===== src/rtl/vga_timing_pkg.sv =====
// -----------------------------------------------------------------------------
// vga_timing_pkg
//   Default 640x480@60 raster timing shared by the timing generator and by the
//   sprite / pipe / background ROM interfaces that need the visible-area bounds.
//   Contents:
//     CNT_W              width of the raster counters (11 bits, totals <= 2048)
//     VGA_*              default porch / sync / visible sizes and clock divide
//     VGA_H_TOTAL/V_TOTAL  default scan totals (800 x 525)
//     sync_bits_t        packed {hs, vs, blank} bundle carried through the delay
//     SYNC_IDLE_BITS     inactive value of that bundle (hs=1, vs=1, blank=1)
//     div_width()        width needed for a 0..n-1 divider counter
// -----------------------------------------------------------------------------
package vga_timing_pkg;

    localparam int CNT_W = 11;

    localparam int VGA_CLK_DIV    = 4;
    localparam int VGA_SYNC_DELAY = 1;

    localparam int VGA_H_VISIBLE = 640;
    localparam int VGA_H_FP      = 16;
    localparam int VGA_H_SYNC    = 96;
    localparam int VGA_H_BP      = 48;

    localparam int VGA_V_VISIBLE = 480;
    localparam int VGA_V_FP      = 10;
    localparam int VGA_V_SYNC    = 2;
    localparam int VGA_V_BP      = 33;

    localparam int VGA_H_TOTAL = VGA_H_VISIBLE + VGA_H_FP + VGA_H_SYNC + VGA_H_BP;
    localparam int VGA_V_TOTAL = VGA_V_VISIBLE + VGA_V_FP + VGA_V_SYNC + VGA_V_BP;

    // Bit order matters: the top unpacks the delayed bundle as {hsync, vsync, blank}.
    typedef struct packed {
        logic hs;
        logic vs;
        logic blank;
    } sync_bits_t;

    localparam logic [2:0] SYNC_IDLE_BITS = 3'b111;

    // A divide-by-1 still needs a one-bit counter so the port widths stay legal.
    function automatic int div_width(input int n);
        return (n <= 1) ? 1 : $clog2(n);
    endfunction

endpackage


===== src/rtl/sync_delay_line.sv =====
// -----------------------------------------------------------------------------
// sync_delay_line
//   Enabled shift register used to retime the {hsync, vsync, blank} strobes so
//   they line up with the registered sprite ROM output.
//   Parameters:
//     WIDTH      bits per stage
//     DEPTH      number of stages; 0 makes q a straight wire from d
//     RESET_VAL  value loaded into every stage while rst_n is low
//   Ports:
//     clk    in   system clock
//     rst_n  in   synchronous reset, active low
//     en     in   shift strobe; stages hold when low
//     d      in   WIDTH-bit input sample
//     q      out  WIDTH-bit output, d as seen DEPTH enabled strobes earlier
// -----------------------------------------------------------------------------
module sync_delay_line #(
    parameter int               WIDTH     = 1,
    parameter int               DEPTH     = 1,
    parameter logic [WIDTH-1:0] RESET_VAL = '0
) (
    input  logic             clk,
    input  logic             rst_n,
    input  logic             en,
    input  logic [WIDTH-1:0] d,
    output logic [WIDTH-1:0] q
);

    generate
        if (DEPTH == 0) begin : g_bypass
            assign q = d;
        end else begin : g_shift
            // tap[i] is the input of stage i; tap[DEPTH] is the line output.
            logic [WIDTH-1:0] tap [DEPTH+1];

            assign tap[0] = d;

            for (genvar gi = 0; gi < DEPTH; gi++) begin : g_stage
                logic [WIDTH-1:0] stage_q;
                logic [WIDTH-1:0] stage_d;

                always_comb begin
                    stage_d = stage_q;
                    if (en) begin
                        stage_d = tap[gi];
                    end
                end

                always_ff @(posedge clk) begin
                    if (!rst_n) begin
                        stage_q <= RESET_VAL;
                    end else begin
                        stage_q <= stage_d;
                    end
                end

                assign tap[gi+1] = stage_q;
            end

            assign q = tap[DEPTH];
        end
    endgenerate

endmodule


===== src/rtl/vga_timing_gen.sv =====
// -----------------------------------------------------------------------------
// vga_timing_gen
//   Raster scan generator. Divides clk down to a one-cycle pixel strobe, walks
//   the H_TOTAL x V_TOTAL raster, decodes sync/blank from the raster position
//   and retimes those strobes by SYNC_DELAY pixels so they match the 1-cycle
//   registered sprite ROM data consumed by the downstream colour mux.
//   Ports:
//     clk          in   system clock
//     rst_n        in   synchronous reset, active low
//     pixel_en     out  one-clk strobe every CLK_DIV clocks; counters step on it
//     hcounter     out  current column, 0..H_TOTAL-1
//     vcounter     out  current line,   0..V_TOTAL-1
//     hsync        out  horizontal sync, active low, delayed SYNC_DELAY pixels
//     vsync        out  vertical sync, active low, delayed SYNC_DELAY pixels
//     blank        out  high outside the visible area, delayed SYNC_DELAY pixels
//     frame_start  out  one-clk pulse when the raster wraps back to (0,0)
//   Constraints: CLK_DIV >= 1, SYNC_DELAY in 0..7, H_TOTAL and V_TOTAL <= 2048.
// -----------------------------------------------------------------------------
module vga_timing_gen
    import vga_timing_pkg::*;
#(
    parameter int CLK_DIV    = VGA_CLK_DIV,
    parameter int H_VISIBLE  = VGA_H_VISIBLE,
    parameter int H_FP       = VGA_H_FP,
    parameter int H_SYNC     = VGA_H_SYNC,
    parameter int H_BP       = VGA_H_BP,
    parameter int V_VISIBLE  = VGA_V_VISIBLE,
    parameter int V_FP       = VGA_V_FP,
    parameter int V_SYNC     = VGA_V_SYNC,
    parameter int V_BP       = VGA_V_BP,
    parameter int SYNC_DELAY = VGA_SYNC_DELAY
) (
    input  logic             clk,
    input  logic             rst_n,
    output logic             pixel_en,
    output logic [CNT_W-1:0] hcounter,
    output logic [CNT_W-1:0] vcounter,
    output logic             hsync,
    output logic             vsync,
    output logic             blank,
    output logic             frame_start
);

    // ------------------------------------------------------------------
    // Raster boundaries, all resolved at elaboration time.
    // ------------------------------------------------------------------
    localparam int H_TOTAL = H_VISIBLE + H_FP + H_SYNC + H_BP;
    localparam int V_TOTAL = V_VISIBLE + V_FP + V_SYNC + V_BP;

    localparam logic [CNT_W-1:0] H_LAST     = CNT_W'(H_TOTAL - 1);
    localparam logic [CNT_W-1:0] V_LAST     = CNT_W'(V_TOTAL - 1);
    localparam logic [CNT_W-1:0] H_VIS_END  = CNT_W'(H_VISIBLE);
    localparam logic [CNT_W-1:0] V_VIS_END  = CNT_W'(V_VISIBLE);
    localparam logic [CNT_W-1:0] HS_START   = CNT_W'(H_VISIBLE + H_FP);
    localparam logic [CNT_W-1:0] HS_END     = CNT_W'(H_VISIBLE + H_FP + H_SYNC);
    localparam logic [CNT_W-1:0] VS_START   = CNT_W'(V_VISIBLE + V_FP);
    localparam logic [CNT_W-1:0] VS_END     = CNT_W'(V_VISIBLE + V_FP + V_SYNC);
    localparam logic [CNT_W-1:0] CNT_ONE    = CNT_W'(1);

    localparam int               DIV_W    = div_width(CLK_DIV);
    localparam logic [DIV_W-1:0] DIV_LAST = DIV_W'(CLK_DIV - 1);
    localparam logic [DIV_W-1:0] DIV_ONE  = DIV_W'(1);

    // ------------------------------------------------------------------
    // State
    // ------------------------------------------------------------------
    logic [DIV_W-1:0] div_q;
    logic [DIV_W-1:0] div_d;
    logic             pixel_en_q;
    logic             pixel_en_d;
    logic [CNT_W-1:0] hcounter_q;
    logic [CNT_W-1:0] hcounter_d;
    logic [CNT_W-1:0] vcounter_q;
    logic [CNT_W-1:0] vcounter_d;
    logic             frame_start_q;
    logic             frame_start_d;

    logic             h_at_end;
    logic             v_at_end;
    sync_bits_t       raw_sync;
    logic [2:0]       delayed_sync;

    // ------------------------------------------------------------------
    // Pixel-rate divider. pixel_en is registered off the terminal count, so
    // it rises in the cycle after div reaches CLK_DIV-1. For CLK_DIV=1 the
    // terminal compare is always true and pixel_en stays high after reset.
    // ------------------------------------------------------------------
    always_comb begin
        div_d      = div_q + DIV_ONE;
        pixel_en_d = 1'b0;
        if (div_q == DIV_LAST) begin
            div_d      = '0;
            pixel_en_d = 1'b1;
        end
    end

    // ------------------------------------------------------------------
    // Raster counters: step only on pixel_en, line advances on column wrap.
    // ------------------------------------------------------------------
    assign h_at_end = (hcounter_q == H_LAST);
    assign v_at_end = (vcounter_q == V_LAST);

    always_comb begin
        hcounter_d = hcounter_q;
        vcounter_d = vcounter_q;
        if (pixel_en_q) begin
            if (h_at_end) begin
                hcounter_d = '0;
                vcounter_d = v_at_end ? '0 : (vcounter_q + CNT_ONE);
            end else begin
                hcounter_d = hcounter_q + CNT_ONE;
            end
        end
    end

    // Registered alongside the counters so it is high in exactly the cycle
    // the raster first reads (0,0) after a full-frame wrap. The reset-time
    // (0,0) never sets it because no wrap step occurred.
    assign frame_start_d = pixel_en_q & h_at_end & v_at_end;

    always_ff @(posedge clk) begin
        if (!rst_n) begin
            div_q         <= '0;
            pixel_en_q    <= 1'b0;
            hcounter_q    <= '0;
            vcounter_q    <= '0;
            frame_start_q <= 1'b0;
        end else begin
            div_q         <= div_d;
            pixel_en_q    <= pixel_en_d;
            hcounter_q    <= hcounter_d;
            vcounter_q    <= vcounter_d;
            frame_start_q <= frame_start_d;
        end
    end

    // ------------------------------------------------------------------
    // Raw strobe decode from the current raster position.
    // ------------------------------------------------------------------
    always_comb begin
        raw_sync.hs    = ~((hcounter_q >= HS_START) && (hcounter_q < HS_END));
        raw_sync.vs    = ~((vcounter_q >= VS_START) && (vcounter_q < VS_END));
        raw_sync.blank = (hcounter_q >= H_VIS_END) || (vcounter_q >= V_VIS_END);
    end

    // ------------------------------------------------------------------
    // Retime the strobes. The line shifts on the same pixel_en that steps the
    // counters, so each stage captures the strobe of the position being left;
    // the output therefore describes the position SYNC_DELAY pixels back.
    // ------------------------------------------------------------------
    sync_delay_line #(
        .WIDTH     (3),
        .DEPTH     (SYNC_DELAY),
        .RESET_VAL (SYNC_IDLE_BITS)
    ) u_sync_delay (
        .clk   (clk),
        .rst_n (rst_n),
        .en    (pixel_en_q),
        .d     (raw_sync),
        .q     (delayed_sync)
    );

    assign pixel_en    = pixel_en_q;
    assign hcounter    = hcounter_q;
    assign vcounter    = vcounter_q;
    assign frame_start = frame_start_q;
    assign {hsync, vsync, blank} = delayed_sync;

endmodule

===== config.mk =====
export PLATFORM = sky130hd
export DESIGN_NAME = vga_timing_gen
export DESIGN_NICKNAME = d
export VERILOG_FILES = /design/src/rtl/vga_timing_pkg.sv /design/src/rtl/sync_delay_line.sv /design/src/rtl/vga_timing_gen.sv
export SDC_FILE = /design/constraint.sdc
export NUM_CORES = 1
export LEC_CHECK = 0
export ABC_AREA = 1
export CAP_MARGIN = 40
export CORE_MARGIN = 3
export CORE_UTILIZATION = 55
export DETAILED_ROUTE_END_ITERATION = 7
export PLACE_DENSITY = 0.9
export SYNTH_ARGS = -nofsm -noshare
export SYNTH_HDL_FRONTEND = slang
export SYNTH_HIERARCHICAL = 1
export SYNTH_SLANG_ARGS = --single-unit
export TNS_END_PERCENT = 20

===== constraint.sdc =====
create_clock -name clk -period 2.8 [get_ports clk]
set_input_delay 0.84 -clock clk [delete_from_list [all_inputs] [get_ports clk]]
set_output_delay 0.84 -clock clk [all_outputs]
set_load 0.1 [all_outputs]

==> key figures <==
Placement
  – Placed wire-length estimate: 2560 um
  – Final Wtd Congestion: 0.869
  – IO Port Bufs: 28
  – Placed instance area: 1780 sq um

Floorplan
  – # IOs: 29
  – Row cnt: 18
  – Die ar.: 3480 sq um
  – Core Region: 2570 sq um
  – Chip Height: 59.0 um
  – Die width: 59.0 um
  – Initial Utilization: 0.601

Timing
  – Final setup vio count: 0
  – Fin. max-slew vios: 0
  – Worst slew pin tran: 379 ps
  – Skew final: 8.63 ps
  – Final hold vios: 0
  – RSZ-0062 raised after global routing: false
  – Tmin final: 2020 ps
  – Period Utilization, post-route: 0.721
  – Maximum clock frequency: 0.495 GHz
  – Headroom to the max-slew limit: 0.747
  – Final setup TNS: 0 ps

Finish
  – Diode count: 0
  – Commonest non-fill, non-tap cell in the layout: nand2_1
  – Final Instance Area: 1830 sq um
  – Total Nets Final: 260
  – Area Growth Syn to Fin: 18.6%
  – # fillers: 232
  – Most frequent cells in the layout: nand2_1, dfxtp_1, buf_4, nor2_1, inv_1
  – Register area: 581 sq um
  – Multi-input logic area: 845 sq um
  – Layout cells sized above 1: 0.190

Drt
  – Number of remaining DRC errors: 0
  – Via count: 1,518
  – Total Wirelength: 3330 um
  – DRT iter0 DRCs: 61
  – Average wire per standard cell: 11.8 um
  – Antenna Nets Post-Route: 0
  – Via/cell ratio: 5.36
  – DR pass1 iterations: 4

Setup path
  – Crit-path max cell delay: 500 ps
  – Highest-delay cell along the critical path: dfxtp_1
  – Max Fanout on Critical Path: 9
  – Req. time, crit path: 1960 ps
  – CP delay by family, top: flip-flops
  – Critical Path Sink: vcounter[4]
  – Crit path depth: 1
  – Critical path origin: vcounter[4]$_SDFFE_PN0P_
  – Capturing element type of the critical path: output pin
  – Reg2reg end: hcounter[9]$_SDFFE_PN0P_
  – Crit Reg-Reg Startpoint: hcounter[1]$_SDFFE_PN0P_
  – WP data arrival: 1180 ps
  – Setup CP Type: register to output pin
  – R2R setup slack: 1110 ps
  – CP Cell Sequence: buf_4
  – Startpoint Class: register
  – WP buf/inv: 1
  – R2R depth: 5

Pwr
  – Peak supply drop: 0.475 mV
  – Leakage power: 0.753 nW
  – PwrDens: 392 nW/um^2

Synth
  – Mapped Cells: 220
  – Mapped cell area: 1540 sq um
  – Post-synthesis register bit count: 29
  – Yosys warns: 6
  – Post-synthesis sequential area ratio: 0.376
  – Syn_nets: 228
  – Mapped Avg Cell Area: 7.02 sq um
  – Yosys cell types: 28

GRT
  – Total Routing Usage GR: 0.210
  – Largest net degree at the start of global routing: 17
  – Initial antenna violation count: 0
  – GRT overflow: 0
  – Vias in the first global route: 1,341
  – Global-route wire length before repair: 5630 um

Clock network
  – Clock Latency Late Sink: 330 ps
  – Post-CTS sizing: 0
  – Number of H-tree levels: 2
  – CTS Sinks: 29
  – Root buffer cell: clkbuf_4
  – Cts bufs inserted: 5
  – TritonCTS clock tree: built
  – Post-CTS Hold Buffers: 0
  – Clock buffer depth: 2
  – Setup Fix Bufs, Post-CTS: 0
  – Worst-path clk slew: 100 ps

Job
  – Max-cap viol count: 0

Outcome
  – Outcome: completed

Hold path
  – HP Class: register to register
[state kept, by name (all words and copies together) (netlist names)]
name / count
vcounter: 11
hcounter: 11
pixel_en: 1
frame_start: 1
div_q: 2
u_sync_delay/q: 3
[layer usage]
metal,global-route usage,wire length (um)
met1,0.268,1540
met2,0.347,1590
met3,0.0588,161
met4,0.0583,42
met5,0,0
[Yosys cell counts, drive strengths merged]
cell | n | area share
inv | 25 | 0.061
and2 | 1 | 0.0041
nand4 | 5 | 0.020
mux2i | 1 | 0.0065
buf | 3 | 0.014
nor4 | 1 | 0.0041
o2111ai | 1 | 0.0057
nand2 | 59 | 0.15
o21ai | 6 | 0.019
clkbuf | 1 | 0.0024
xor2 | 2 | 0.011
nor2 | 29 | 0.088
ha | 6 | 0.049
dfxtp | 29 | 0.38
o311ai | 1 | 0.0057
nor3 | 9 | 0.029
nand3 | 23 | 0.088
nand3b | 1 | 0.0073
nor3b | 5 | 0.024
a21oi | 12 | 0.039
[layout make-up]
type | count | share of cell area
inverter | 25 | 0.0512
timing repair buffer | 29 | 0.120
sequential | 29 | 0.317
multi-input combinational | 162 | 0.461
clock buffer | 5 | 0.0205
tap | 30 | 0.0205
clock inverter | 3 | 0.00956
[kinds of logic (layout without fill, tap and decap cells)]
kind of cell / count (synthesis) / count (layout) / share of synthesized area
AOI/OAI and AO/OA: 20 / 20 / 0.0697
DFF: 29 / 29 / 0.376
buffers and inverters: 29 / 62 / 0.0770
muxes: 1 / 1 / 0.00648
xor gates and xnor gates: 2 / 2 / 0.0113
and+or+nand+nor: 133 / 133 / 0.411
adders and majority gates: 6 / 6 / 0.0486
[stage by stage]
step | setup WS (ps) | power (mW) | utilization | hold WS (ps) | instances
floorplan | 562 | 0.468 | - | 408 | 220
global placement | 859 | 0.479 | 0.692 | 422 | 275
detailed placement | 809 | 0.480 | 0.692 | 432 | 275
CTS | 768 | 0.724 | 0.713 | 446 | 283
global route | 721 | 0.745 | 0.713 | 475 | 283
finish | 780 | 0.718 | 0.713 | 446 | 283
[report_power, final]
part           switching (mW)  internal (mW)
sequential            0.00333          0.419
clock                   0.154         0.0945
combinational          0.0361         0.0117
[worst min-delay path by stage]
stage / cells after the start / slack [ps] / to / from
floorplan: 1 / 410 / div_q[0]$_SDFF_PP0_ / div_q[0]$_SDFF_PP0_
global placement: 1 / 420 / div_q[0]$_SDFF_PP0_ / div_q[0]$_SDFF_PP0_
detailed placement: 1 / 430 / div_q[0]$_SDFF_PP0_ / div_q[0]$_SDFF_PP0_
CTS: 1 / 450 / div_q[0]$_SDFF_PP0_ / div_q[0]$_SDFF_PP0_
global route: 1 / 480 / div_q[0]$_SDFF_PP0_ / div_q[0]$_SDFF_PP0_
finish: 1 / 450 / div_q[0]$_SDFF_PP0_ / div_q[0]$_SDFF_PP0_
(Power assumes the default switching activity.)
